<file path="src/rtl/fetch_ctrl.sv">
// Instruction-fetch controller: keeps at most one fetch in flight, holds each
// instruction until decode takes it, and flushes on branch/jump redirects.
module fetch_ctrl #(
    parameter int                    DATA_WIDTH = 32,
    parameter logic [DATA_WIDTH-1:0] RESET_PC   = '0
) (
    input  logic                  clk,
    input  logic                  rst,
    input  logic                  redirect_valid,
    input  logic [DATA_WIDTH-1:0] redirect_pc,
    input  logic                  stall,
    output logic                  imem_req,
    output logic [DATA_WIDTH-1:0] imem_addr,
    input  logic                  imem_gnt,
    input  logic                  imem_rvalid,
    input  logic [DATA_WIDTH-1:0] imem_rdata,
    output logic                  instr_valid,
    output logic [DATA_WIDTH-1:0] instr,
    output logic [DATA_WIDTH-1:0] instr_pc,
    output logic [31:0]           retired_cnt,
    output logic [1:0]            state_dbg
);

    // Handshakes: a fetch is accepted on a cycle with imem_req && imem_gnt; its
    // data arrives on a later cycle with imem_rvalid. An instruction is handed
    // to decode on a cycle with instr_valid && !stall; instr/instr_pc hold
    // steady while stall is high.
    typedef enum logic [1:0] {
        BOOT     = 2'd0,
        REQ      = 2'd1,
        WAIT_RSP = 2'd2,
        HOLD     = 2'd3
    } state_t;

    state_t                state;
    logic [DATA_WIDTH-1:0] pc;
    logic [DATA_WIDTH-1:0] req_pc;
    logic                  drop;
    logic [DATA_WIDTH-1:0] redirect_target;
    logic [DATA_WIDTH-1:0] pc_seq;

    assign redirect_target = redirect_pc & ~DATA_WIDTH'(3);
    assign pc_seq          = pc + DATA_WIDTH'(4);
    assign imem_addr       = pc;
    assign state_dbg       = state;

    always_ff @(posedge clk or posedge rst) begin
        if (rst) begin
            state       <= BOOT;
            pc          <= RESET_PC;
            req_pc      <= '0;
            drop        <= 1'b0;
            imem_req    <= 1'b0;
            instr_valid <= 1'b0;
            instr       <= '0;
            instr_pc    <= '0;
            retired_cnt <= '0;
        end else begin
            case (state)
                BOOT: begin
                    if (redirect_valid) pc <= redirect_target;
                    imem_req <= 1'b1;
                    state    <= REQ;
                end
                REQ: begin
                    if (imem_gnt) begin
                        // The accepted fetch is for the old pc; a same-cycle
                        // redirect makes its response stale.
                        req_pc   <= pc;
                        pc       <= redirect_valid ? redirect_target : pc_seq;
                        drop     <= redirect_valid;
                        imem_req <= 1'b0;
                        state    <= WAIT_RSP;
                    end else if (redirect_valid) begin
                        pc <= redirect_target;
                    end
                end
                WAIT_RSP: begin
                    if (redirect_valid) begin
                        pc <= redirect_target;
                        if (imem_rvalid) begin
                            drop     <= 1'b0;
                            imem_req <= 1'b1;
                            state    <= REQ;
                        end else begin
                            drop <= 1'b1;
                        end
                    end else if (imem_rvalid) begin
                        if (drop) begin
                            drop     <= 1'b0;
                            imem_req <= 1'b1;
                            state    <= REQ;
                        end else begin
                            instr       <= imem_rdata;
                            instr_pc    <= req_pc;
                            instr_valid <= 1'b1;
                            state       <= HOLD;
                        end
                    end
                end
                HOLD: begin
                    // A flush wins over a consume: the held instruction is lost.
                    if (redirect_valid) begin
                        pc          <= redirect_target;
                        instr_valid <= 1'b0;
                        imem_req    <= 1'b1;
                        state       <= REQ;
                    end else if (!stall) begin
                        instr_valid <= 1'b0;
                        retired_cnt <= retired_cnt + 32'd1;
                        imem_req    <= 1'b1;
                        state       <= REQ;
                    end
                end
                default: state <= BOOT;
            endcase
        end
    end

endmodule

</file>
<file path="config.mk">
export PLATFORM = sky130hd
export DESIGN_NAME = fetch_ctrl
export DESIGN_NICKNAME = d
export VERILOG_FILES = /design/src/rtl/fetch_ctrl.sv
export SDC_FILE = /design/constraint.sdc
export NUM_CORES = 1
export LEC_CHECK = 0
export CAP_MARGIN = 20
export CORE_UTILIZATION = 48
export CTS_CLUSTER_DIAMETER = 30
export DETAILED_ROUTE_END_ITERATION = 6
export GPL_ROUTABILITY_DRIVEN = 0
export PLACE_DENSITY = 0.8
export SLEW_MARGIN = 0
export SYNTH_ARGS = -nofsm -noshare
export SYNTH_HDL_FRONTEND = slang
export SYNTH_SLANG_ARGS = --single-unit
</file>
<file path="constraint.sdc">
create_clock -name clk -period 6.5 [get_ports clk]
set_input_delay 1.3 -clock clk [delete_from_list [all_inputs] [get_ports clk]]
set_output_delay 1.3 -clock clk [all_outputs]
set_load 0.02 [all_outputs]
</file>
Yosys cells after proc, flatten, opt, wreduce, memory -nomap -nowiden
Cells that the tools add are included.
{"block": "op_classes", "n_reduce_logical": 11, "bitwise_logic": 3, "mux": 31, "add_sub_neg": 2, "n_eq_ne": 10}
{"cell": "$mux W32", "count": 3}
{"cell": "$pmux W32 S2", "count": 1}
{"cell": "$add A32 B1 Y32 const B", "count": 1}
{"cell": "$add A32 B3 Y32 const B", "count": 1}
{"cell": "$mux W1", "count": 16}
{"cell": "$mux W2", "count": 7}
{"cell": "$ne A3 B3 Y1 const B", "count": 3}
{"cell": "$reduce_and A3 Y1", "count": 3}
{"cell": "$ne A2 B2 Y1 const B", "count": 4}
{"cell": "$pmux W2 S4", "count": 1}
{"cell": "$reduce_and A4 Y1", "count": 2}
{"cell": "$reduce_and A5 Y1", "count": 1}
{"cell": "$eq A2 B2 Y1 const B", "count": 2}
{"cell": "$pmux W1 S2", "count": 2}
{"cell": "$pmux W1 S4", "count": 1}
{"cell": "$reduce_bool A2 Y1", "count": 2}
{"cell": "$not A1 Y1", "count": 3}
{"cell": "$reduce_or A3 Y1", "count": 1}
{"cell": "$eq A2 B1 Y1 const B", "count": 1}
{"cell": "$logic_not A2 Y1", "count": 1}
{"cell": "$reduce_and A2 Y1", "count": 1}
{"block": "totals", "elab_cells": 66, "input_bits": 70, "regBits": 165}

Depth between registers and ports, before layout
Gate-level depths: netlist of the first run.
{"block": "logic_depth", "depth_word": 4, "ltp_mapped": 8}

Worst setup path after synthesis of the first run
Ideal clock, no wire load.
{"block": "synth_timing", "path_kind": "input -> register", "startpoint": "input port imem_gnt", "endpoint": "register pc[29] (netlist: imem_addr[29])", "slack_ns": 3.613, "path_stages": 6, "setup_time_ns": 0.082, "arrival_ns": 2.805, "cell_sequence": "buf_4 > nand3_1 > or4_1 > buf_2 > or4_1 > a31oi_1"}
{"block": "synth_via", "elab_chain_cells": 2}
{"item": "start, declared", "line_no": "14", "source": "input logic imem_gnt,"}
{"item": "$mux W32", "line_no": "66", "source": "if (imem_gnt) begin"}
{"item": "$pmux W32 S2", "line_no": "59", "source": "case (state)"}
{"item": "end signal, assigned", "line_no": "61", "source": "if (redirect_valid) pc <= redirect_target;"}
{"item": "end signal, assigned", "line_no": "70", "source": "pc <= redirect_valid ? redirect_target : pc_seq;"}
{"item": "end signal, assigned", "line_no": "75", "source": "pc <= redirect_target;"}
{"item": "end, declared", "line_no": "36", "source": "logic [DATA_WIDTH-1:0] pc;"}
Every way passes these cells.
A chain may end at the register's enable or synchronous reset.

Final worst setup path of the first run
Ends and elaborated chain as after synthesis.

==> results of run 1 <==
tightest hold or removal path, cell delays in order (launching register included):
cell and delay [ns]:
dfrtp_1 0.34, nand2_1 0.05, o21ai_0 0.06
layout by cell type, fill, tap and decap left out, types with 2 or more instances in the layout:
cell type,Yosys,layout
nor4_1,6,6
a21o_1,4,4
and4_1,10,10
and3_1,14,13
nor2_1,22,22
bufinv_16,0,5
xor2_1,5,5
clkinv_2,0,5
xnor2_1,37,37
clkbuf_16,0,17
a31oi_1,19,19
and2_1,7,7
nand2_1,39,39
nor3_1,2,2
nand4_1,18,18
clkdlybuf4s50_1,0,199
o21ai_0,23,23
nand3_1,28,28
inv_1,13,12
or4_1,14,14
o31a_1,2,2
clkbuf_1,20,3
ha_1,5,5
mux2_2,89,89
a21oi_1,3,3
nand2b_1,2,2
o31ai_1,13,13
nor2b_1,4,4
nand3_2,3,3
dfrtp_1,165,165
buf_4,1,5
kinds of logic after synthesis:
| kind of cell | after synthesis | synth area share [%] |
|---|---|---|
| XOR/XNOR | 42 | 5.13 |
| AND/OR/NAND/NOR | 173 | 13.5 |
| adder cells (fa/ha/maj) | 5 | 0.873 |
| flip-flops | 165 | 57.6 |
| multiplexers | 90 | 14.1 |
| buffers and inverters | 46 | 2.74 |
| AO/OA/AOI/OAI | 68 | 5.96 |
through the flow:
stage | worst slack, ns | hold slack, ns | area (um^2) | power (W)
floorplan | 0.738 | 0.441 | 7160 | 0.00214
global placement | 2.70 | 0.456 | 9280 | 0.00267
detailed placement | 2.62 | 0.470 | 9280 | 0.00272
CTS | 3.04 | 0.483 | 9900 | 0.00379
global route | 2.88 | 0.515 | 9900 | 0.00395
finish | 3.01 | 0.476 | 9900 | 0.00376
flip-flops by register name, summed over array words and instances (netlist names), 2 cells and up:
signal       count
imem_addr       32
instr           32
instr_pc        32
req_pc          32
retired_cnt     32
state_dbg        2
worst max-delay path by stage:
stage / from / endpoint / slack (ns) / cells past startpoint
6_report: imem_gnt / imem_addr[29] / 3.01 / 5
5_1_grt: imem_gnt / imem_addr[19] / 2.88 / 5
2_1_floorplan: rst / drop / 0.74 / 1
3_5_place_dp: imem_gnt / imem_addr[19] / 2.62 / 5
4_1_cts: imem_gnt / imem_addr[29] / 3.04 / 5
3_3_place_gp: imem_gnt / imem_addr[19] / 2.70 / 5
per-layer routing:
layer / vias to the layer above / wire length [um] / track usage [%]
li1: 2499 / - / -
met4: 0 / 250 / 8.56
met1: 2673 / 7010 / 27.8
met2: 209 / 8440 / 37.4
met3: 23 / 1440 / 7.37
met5: - / 0 / 0
power groups by stage:
stage          combinational, W  clock [W]  sequential (W)
3_3_place_gp            0.00117          0         0.00150
3_5_place_dp            0.00120          0         0.00152
5_1_grt                 0.00128    0.00113         0.00155
6_report                0.00119    0.00106         0.00150
4_1_cts                 0.00120    0.00108         0.00151
2_1_floorplan          0.000410          0         0.00173
cell type report:
class / instances / share of cell area, %
tap: 184 / 2.32
timing repair buffer: 204 / 20.5
sequential: 165 / 41.7
clock buffer: 20 / 4.41
inverter: 13 / 0.543
clock inverter: 11 / 1.84
multi-input combinational: 378 / 28.7
==> flow_metrics.py, run 1 <==
metrics = {
    "cells_and_area": {
        "regArea_mm2": 0.00413,
        "synthToLayoutAreaGrowth_pct": 38.2,
        "final_util_pct": 68.1,
        "nNetsFinal": 854,
        "final_cells": 975,
        "num-fill-cells": 1058,
        "antenna_cells": 0,
        "multiInputGateArea_mm2": 0.00284,
        "drive_gt1_share_pct": 16.6,
    },
    "clocking": {
        "htreeDepth": 4,
        "clk_latency_ns": 0.42,
        "clockRootBuffer": "clkbuf_16",
        "cts_tree": "built",
        "cts-resized-gates": 0,
        "clock-sinks": 165,
        "cts_setup_buffers": 0,
        "cts_hold_buf": 0,
        "cts.reportedPaths.clkPinSlew_ns": 0.06,
        "cts.path.max_buffers": 2,
        "cts_buffers": 17,
    },
    "worst_hold_path": {
        "min_to": "req_pc[20]",
        "hp-class": "reg2reg",
        "hold_start": "req_pc[20]",
        "whs_path_depth": 2,
    },
    "global_route": {
        "antenna_found_initial": 0,
        "grt_pass1_wl_um": 26600,
        "grtUsageTotal_pct": 22.8,
        "first_global_vias": 5275,
        "grt_max_degree": 79,
        "gr-total-overflow": 0,
    },
    "job": {
        "drv_cap": 0,
    },
    "synth": {
        "synth.avg_cell_area_um2": 12.2,
        "synth_top_area_cell": "dfrtp_1",
        "syn_area_mm2": 0.00716,
        "synth_nets": 664,
        "ys_top_cells_by_area": "dfrtp_1 58%, mux2_2 14%, xnor2_1 4.5%, nand2_1 2.0%, nand3_1 2.0%",
        "async_flop_share_pct": 100,
        "synth_seq_cells": 165,
        "synth.distinct_cells": 39,
        "synthCells": 589,
        "synth_top_area_share_pct": 57.6,
        "synth_common_cells": "165 x dfrtp_1, 89 x mux2_2, 39 x nand2_1, 37 x xnor2_1, 28 x nand3_1",
        "ys_warn_count": 0,
        "yosysMostFrequentCell": "dfrtp_1",
        "yosysSeqAreaShare_pct": 57.6,
        "synth_edf_count": 0,
        "synthFlopType": "dfrtp_1",
    },
    "critical_path": {
        "crit_chain": "clkdlybuf4s50_1 -> nand3_1 -> or4_1 -> or4_1 -> a31oi_1",
        "reg2reg_slack_ns": 3.73,
        "path_class": "in2reg",
        "r2r_cells": 6,
        "cp_top_family": "simple AND/OR/NAND/NOR gates",
        "worst_path_max_delay_cell": "or4_1",
        "required_ns": 6.84,
        "cp_num_buf_inv": 1,
        "worstPathMaxFanout": 19,
        "cp_slowest_stage_delay_ns": 0.87,
        "crit_path_end_kind": "register",
        "worstPathArrival_ns": 3.83,
        "startpoint_type": "input port",
        "cpMostUsedCell": "or4_1",
        "rr_endpoint": "imem_addr[29]",
        "r2r-start": "state_dbg[1]",
    },
    "floorplan": {
        "row_count": 44,
        "coreArea_mm2": 0.0145,
        "pin_count": 202,
        "die_y_um": 124,
        "dieWidth_um": 124,
        "start_util_pct": 49.3,
        "die-area_mm2": 0.0154,
    },
    "power": {
        "swShare_pct": 30.1,
        "p_leak_nw": 4.20,
        "comb_power_share_pct": 31.7,
        "p_int_w": 0.00262,
        "vdd_drop_max_mv": 0.175,
        "p_switching_w": 0.00113,
        "clkPwrFrac_pct": 28.3,
        "power_density_mw_per_mm2": 379,
        "p_seq_share_pct": 40.0,
    },
    "sta": {
        "finalCriticalPeriod_ns": 3.49,
        "tightest_slew_ns": 0.974,
        "maxSlewHeadroom_pct": 35.1,
        "totalNegativeSetupSlack_ns": 0,
        "finClkSkew_ns": 0.00632,
        "max_freq_mhz": 286,
        "hold_viol": 0,
        "rsz0062_at_grt": "false",
        "slew_viol_final": 0,
        "fin_crit_sh_pct": 53.7,
        "setup_viol": 0,
    },
    "detailed_routing": {
        "wl_per_cell_um": 17.6,
        "drtIter0Drc": 267,
        "via_per_inst": 5.54,
        "totalWireLength_um": 17100,
        "vias": 5404,
        "drc": 0,
        "ant_nets": 0,
        "dr.pass1.iters": 5,
    },
    "outcome": {
        "outcome": "finished, final reports clean",
    },
    "place": {
        "port_buffers": 199,
        "place_hpwl_um": 11800,
        "dp.cells": 944,
    },
}
(Power assumes the default switching activity.)
==> inputs of run 2 (changes only) <==
==> constraint.sdc (replaced) <==
create_clock -name clk -period 3.3 [get_ports clk]
set_input_delay 0.66 -clock clk [delete_from_list [all_inputs] [get_ports clk]]
set_output_delay 0.66 -clock clk [all_outputs]
set_load 0.02 [all_outputs]
==> flow_metrics.py, run 2 (synthesis gave the netlist of run 1 again) <==
metrics = {
    "cells_and_area": {
        "drive_gt1_share_pct": 17.2,
        "final_util_pct": 68.4,
        "nNetsFinal": 859,
        "final_common_cell": "clkdlybuf4s50_1",
        "layout_common_cells": "199 x clkdlybuf4s50_1, 165 x dfrtp_1, 89 x mux2_2, 39 x nand2_1, 37 x xnor2_1",
        "num-fill-cells": 1081,
        "multiInputGateArea_mm2": 0.00284,
        "synthToLayoutAreaGrowth_pct": 38.8,
        "regArea_mm2": 0.00413,
        "antenna_cells": 0,
    },
    "global_route": {
        "grt_max_degree": 95,
        "first_global_vias": 5310,
        "gr-total-overflow": 0,
        "grt_pass1_wl_um": 26300,
        "grtUsageTotal_pct": 22.5,
        "antenna_found_initial": 0,
    },
    "power": {
        "power_density_mw_per_mm2": 733,
        "vdd_drop_max_mv": 0.392,
        "p_switching_w": 0.00222,
        "swShare_pct": 30.5,
        "p_seq_share_pct": 40.6,
        "comb_power_share_pct": 32.3,
        "p_leak_nw": 4.22,
        "clkPwrFrac_pct": 27.0,
        "p_int_w": 0.00507,
    },
    "sta": {
        "setup_ws_ns": 0.540,
        "rsz0062_at_grt": "false",
        "max_freq_mhz": 362,
        "finClkSkew_ns": 0.00745,
        "hold_viol": 0,
        "maxSlewHeadroom_pct": 36.3,
        "slew_viol_final": 0,
        "finalCriticalPeriod_ns": 2.76,
        "fin_crit_sh_pct": 83.6,
        "totalNegativeSetupSlack_ns": 0,
        "setup_viol": 0,
        "tightest_slew_ns": 0.955,
    },
    "floorplan": {
        "die-area_mm2": 0.0154,
        "dieWidth_um": 124,
        "row_count": 44,
        "coreArea_mm2": 0.0145,
        "die_y_um": 124,
        "pin_count": 202,
        "start_util_pct": 49.3,
    },
    "clocking": {
        "cts-resized-gates": 0,
        "cts_hold_buf": 0,
        "htreeDepth": 4,
        "clockRootBuffer": "clkbuf_16",
        "cts.path.max_buffers": 2,
        "cts.reportedPaths.clkPinSlew_ns": 0.06,
        "clock-sinks": 165,
        "clk_latency_ns": 0.42,
        "cts_buffers": 17,
        "cts_tree": "built",
        "cts_setup_buffers": 0,
    },
    "critical_path": {
        "worstPathMaxFanout": 19,
        "crit_path_end_kind": "register",
        "startpoint_type": "register",
        "startpoint": "state_dbg[1]",
        "path_class": "reg2reg",
        "worstPathArrival_ns": 3.09,
        "r2r-start": "state_dbg[1]",
        "required_ns": 3.63,
    },
    "detailed_routing": {
        "drc": 0,
        "dr.pass1.iters": 4,
        "via_per_inst": 5.49,
        "totalWireLength_um": 16800,
        "drtIter0Drc": 249,
        "ant_nets": 0,
        "vias": 5383,
        "wl_per_cell_um": 17.1,
    },
    "job": {
        "drv_cap": 0,
    },
    "place": {
        "port_buffers": 199,
        "place_hpwl_um": 11900,
        "dpl_worst_slack_ns": 0.319,
    },
    "worst_hold_path": {
        "hp-class": "reg2reg",
        "hold_start": "req_pc[18]",
    },
    "outcome": {
        "outcome": "finished, final reports clean",
    },
}
==> run 2: final timing paths <==
kind,slack [ns],depth (start not counted),end
min reg2reg,0.49,2,req_pc[18]
max reg2reg,0.54,6,imem_addr[29]
max in group asynchronous,1.81,3,req_pc[9]
min in group asynchronous,0.64,2,retired_cnt[18]
max,0.54,6,imem_addr[29]
min,0.49,2,req_pc[18]
==> run 2: per-stage QoR <==
stage,std cells,area [um^2],power (W),hold WS (ns)
floorplan,589,7170,0.00421,0.441
global route,980,9950,0.00771,0.503
finish,980,9950,0.00730,0.487
CTS,980,9950,0.00737,0.483
detailed placement,949,9360,0.00538,0.470
global placement,949,9360,0.00527,0.462
==> run 2: critical path: stages, from the launching register on <==
cell and delay (ns):
dfrtp_1 0.44, inv_1 0.08, ha_1 0.35, nand3_1 0.19
or4_1 0.87, or4_1 0.58, a31oi_1 0.17
==> run 2: layer usage <==
metal  wire (um)  up-vias  global-route usage, %  share of wire [%]
li1            -     2515                      -                  -
met1        6930     2661                   26.9                 41
met5           0        -                      0                  0
met3        1250       31                   6.59                7.4
met4         337        0                   9.30                2.0
met2        8290      176                   37.7                 49
==> run 2: area by class of cell <==
cell class | count | area share, %
Sequential cell | 165 | 41.5
Inverter | 13 | 0.528
Timing Repair Buffer | 209 | 21.2
Clock buffer | 21 | 4.63
Multi-Input combinational cell | 378 | 28.6
Clock inverter | 10 | 1.31
Tap cell | 184 | 2.31
==> run 2: power groups by stage <==
stage / sequential, W / combinational [W] / clock [W]
CTS: 0.00297 / 0.00239 / 0.00201
floorplan: 0.00340 / 0.000807 / 0
finish: 0.00296 / 0.00236 / 0.00197
detailed placement: 0.00300 / 0.00238 / 0
global placement: 0.00295 / 0.00232 / 0
global route: 0.00305 / 0.00256 / 0.00211
==> inputs of run 3 (changes only) <==
==> constraint.sdc (replaced) <==
create_clock -name clk -period 2.8 [get_ports clk]
set_input_delay 0.56 -clock clk [delete_from_list [all_inputs] [get_ports clk]]
set_output_delay 0.56 -clock clk [all_outputs]
set_load 0.02 [all_outputs]
==> flow_metrics.py, run 3 (synthesis gave the netlist of run 1 again) <==
metrics = {
    "outcome": {
        "outcome": "finished, final reports clean",
    },
    "sta": {
        "setup_viol": 0,
        "maxSlewHeadroom_pct": 59.8,
        "totalNegativeSetupSlack_ns": 0,
        "max_freq_mhz": 437,
        "tightest_slew_ns": 0.602,
        "finClkSkew_ns": 0.00516,
        "rsz0062_at_grt": "false",
        "slew_viol_final": 0,
        "hold_viol": 0,
        "finalCriticalPeriod_ns": 2.29,
        "fin_crit_sh_pct": 81.7,
    },
    "detailed_routing": {
        "drc": 0,
        "dr_wl_met3_um": 1320,
        "wl_met2_um": 8030,
        "via_per_inst": 5.44,
        "vias": 5374,
        "wl_met1_um": 6870,
        "highest_layer": "met4",
        "drtIter0Drc": 205,
        "totalWireLength_um": 16600,
        "dr.pass1.iters": 4,
        "wl_per_cell_um": 16.8,
        "ant_nets": 0,
    },
    "clocking": {
        "htreeDepth": 4,
        "cts_buffers": 17,
        "cts_hold_buf": 0,
        "cts-resized-gates": 0,
        "clk_latency_ns": 0.42,
        "cts_tree": "built",
        "clockRootBuffer": "clkbuf_16",
        "cts_setup_buffers": 0,
        "cts.path.max_buffers": 2,
        "clock-sinks": 165,
        "cts.reportedPaths.clkPinSlew_ns": 0.06,
    },
    "floorplan": {
        "row_count": 44,
        "die_y_um": 124,
        "start_util_pct": 49.3,
        "pin_count": 202,
        "dieWidth_um": 124,
        "coreArea_mm2": 0.0145,
        "die-area_mm2": 0.0154,
    },
    "critical_path": {
        "required_ns": 3.14,
        "crit_path_end_kind": "register",
        "startpoint": "state_dbg[1]",
        "cp_num_buf_inv": 2,
        "r2r_cells": 7,
        "path_depth": 7,
        "worstPathArrival_ns": 2.63,
        "worst_path_max_delay_cell": "or4_1",
        "cpMostUsedCell": "or4_1",
        "cp_slowest_stage_delay_ns": 0.54,
        "startpoint_type": "register",
        "crit_end": "imem_addr[29]",
        "r2r-start": "state_dbg[1]",
        "reg2reg_slack_ns": 0.51,
        "cp_top_family": "simple AND/OR/NAND/NOR gates",
        "worstPathMaxFanout": 19,
        "crit_chain": "inv_1 -> ha_1 -> nand3_1 -> or4_1 -> buf_4 -> or4_1 -> a31oi_1",
        "path_class": "reg2reg",
        "rr_endpoint": "imem_addr[29]",
    },
    "cells_and_area": {
        "layout_common_cells": "199 x clkdlybuf4s50_1, 165 x dfrtp_1, 89 x mux2_2, 39 x nand2_1, 37 x xnor2_1",
        "synthToLayoutAreaGrowth_pct": 39.8,
        "drive_gt1_share_pct": 18.0,
        "final_common_cell": "clkdlybuf4s50_1",
        "num-fill-cells": 1057,
        "antenna_cells": 0,
        "nNetsFinal": 866,
        "final_cells": 988,
    },
    "global_route": {
        "grtUsageTotal_pct": 22.1,
        "grt_pass1_wl_um": 26000,
        "grt_max_degree": 75,
        "first_global_vias": 5284,
        "gr-total-overflow": 0,
        "antenna_found_initial": 0,
    },
    "place": {
        "port_buffers": 199,
        "place_hpwl_um": 11700,
        "dp.cells": 956,
    },
    "power": {
        "power_density_mw_per_mm2": 861,
        "p_leak_nw": 4.25,
        "vdd_drop_max_mv": 0.415,
    },
    "worst_hold_path": {
        "hold_start": "req_pc[14]",
        "hp-class": "reg2reg",
    },
    "job": {
        "drv_cap": 0,
    },
}
==> run 3: changes by cell type in the layout (fill, tap and decap cells not counted) <==
cell and delta:
buf_4 +7, bufinv_16 -1, clkbuf_8 +4, clkinv_2 -3, clkinvlp_4 +1
==> run 3: metrics by stage <==
stage	worst slack, ns	cell area, um^2	hold slack (ns)	utilization [%]	total power [W]
2_1_floorplan	0.141	7170	0.441	-	0.00496
3_3_place_gp	0.162	9410	0.459	64.7	0.00623
3_5_place_dp	0.154	9410	0.469	64.7	0.00634
4_1_cts	0.499	10000	0.483	68.9	0.00871
5_1_grt	0.340	10000	0.505	68.9	0.00910
6_report	0.513	10000	0.484	68.9	0.00863
==> run 3: report_power, final <==
part	internal (W)	switching [W]
clock	0.00145	0.000910
sequential	0.00306	0.000408
combinational	0.00149	0.00130
==> run 3: worst min-delay path by stage <==
stage                       to  cells past startpoint
finish              req_pc[14]                      2
global route         req_pc[5]                      2
CTS                 req_pc[16]                      2
detailed placement  req_pc[16]                      2
global placement    req_pc[10]                      2
floorplan           req_pc[10]                      2
==> run 3: routing by layer <==
metal	vias up	global-route usage, %
met4	0	9.45
met3	32	7.55
li1	2520	-
met2	174	35.9
met1	2648	26.8
met5	-	0
==> run 3: worst register-to-register path, cell delays in order, from the launching register on <==
cell     delay (ns)
dfrtp_1        0.44
inv_1          0.08
ha_1           0.17
nand3_1        0.13
or4_1          0.54
buf_4          0.21
or4_1          0.47
a31oi_1        0.17
==> run 3: area by class of cell <==
type                       instances  area, um^2  share of cell area, %
sequential                       165        4130                   41.2
multi-input combinational        378        2840                   28.4
clock inverter                     7        92.6                  0.924
clock buffer                      25         515                   5.15
timing repair buffer             216        2160                   21.5
inverter                          13        52.6                  0.525
tap                              184         230                   2.30
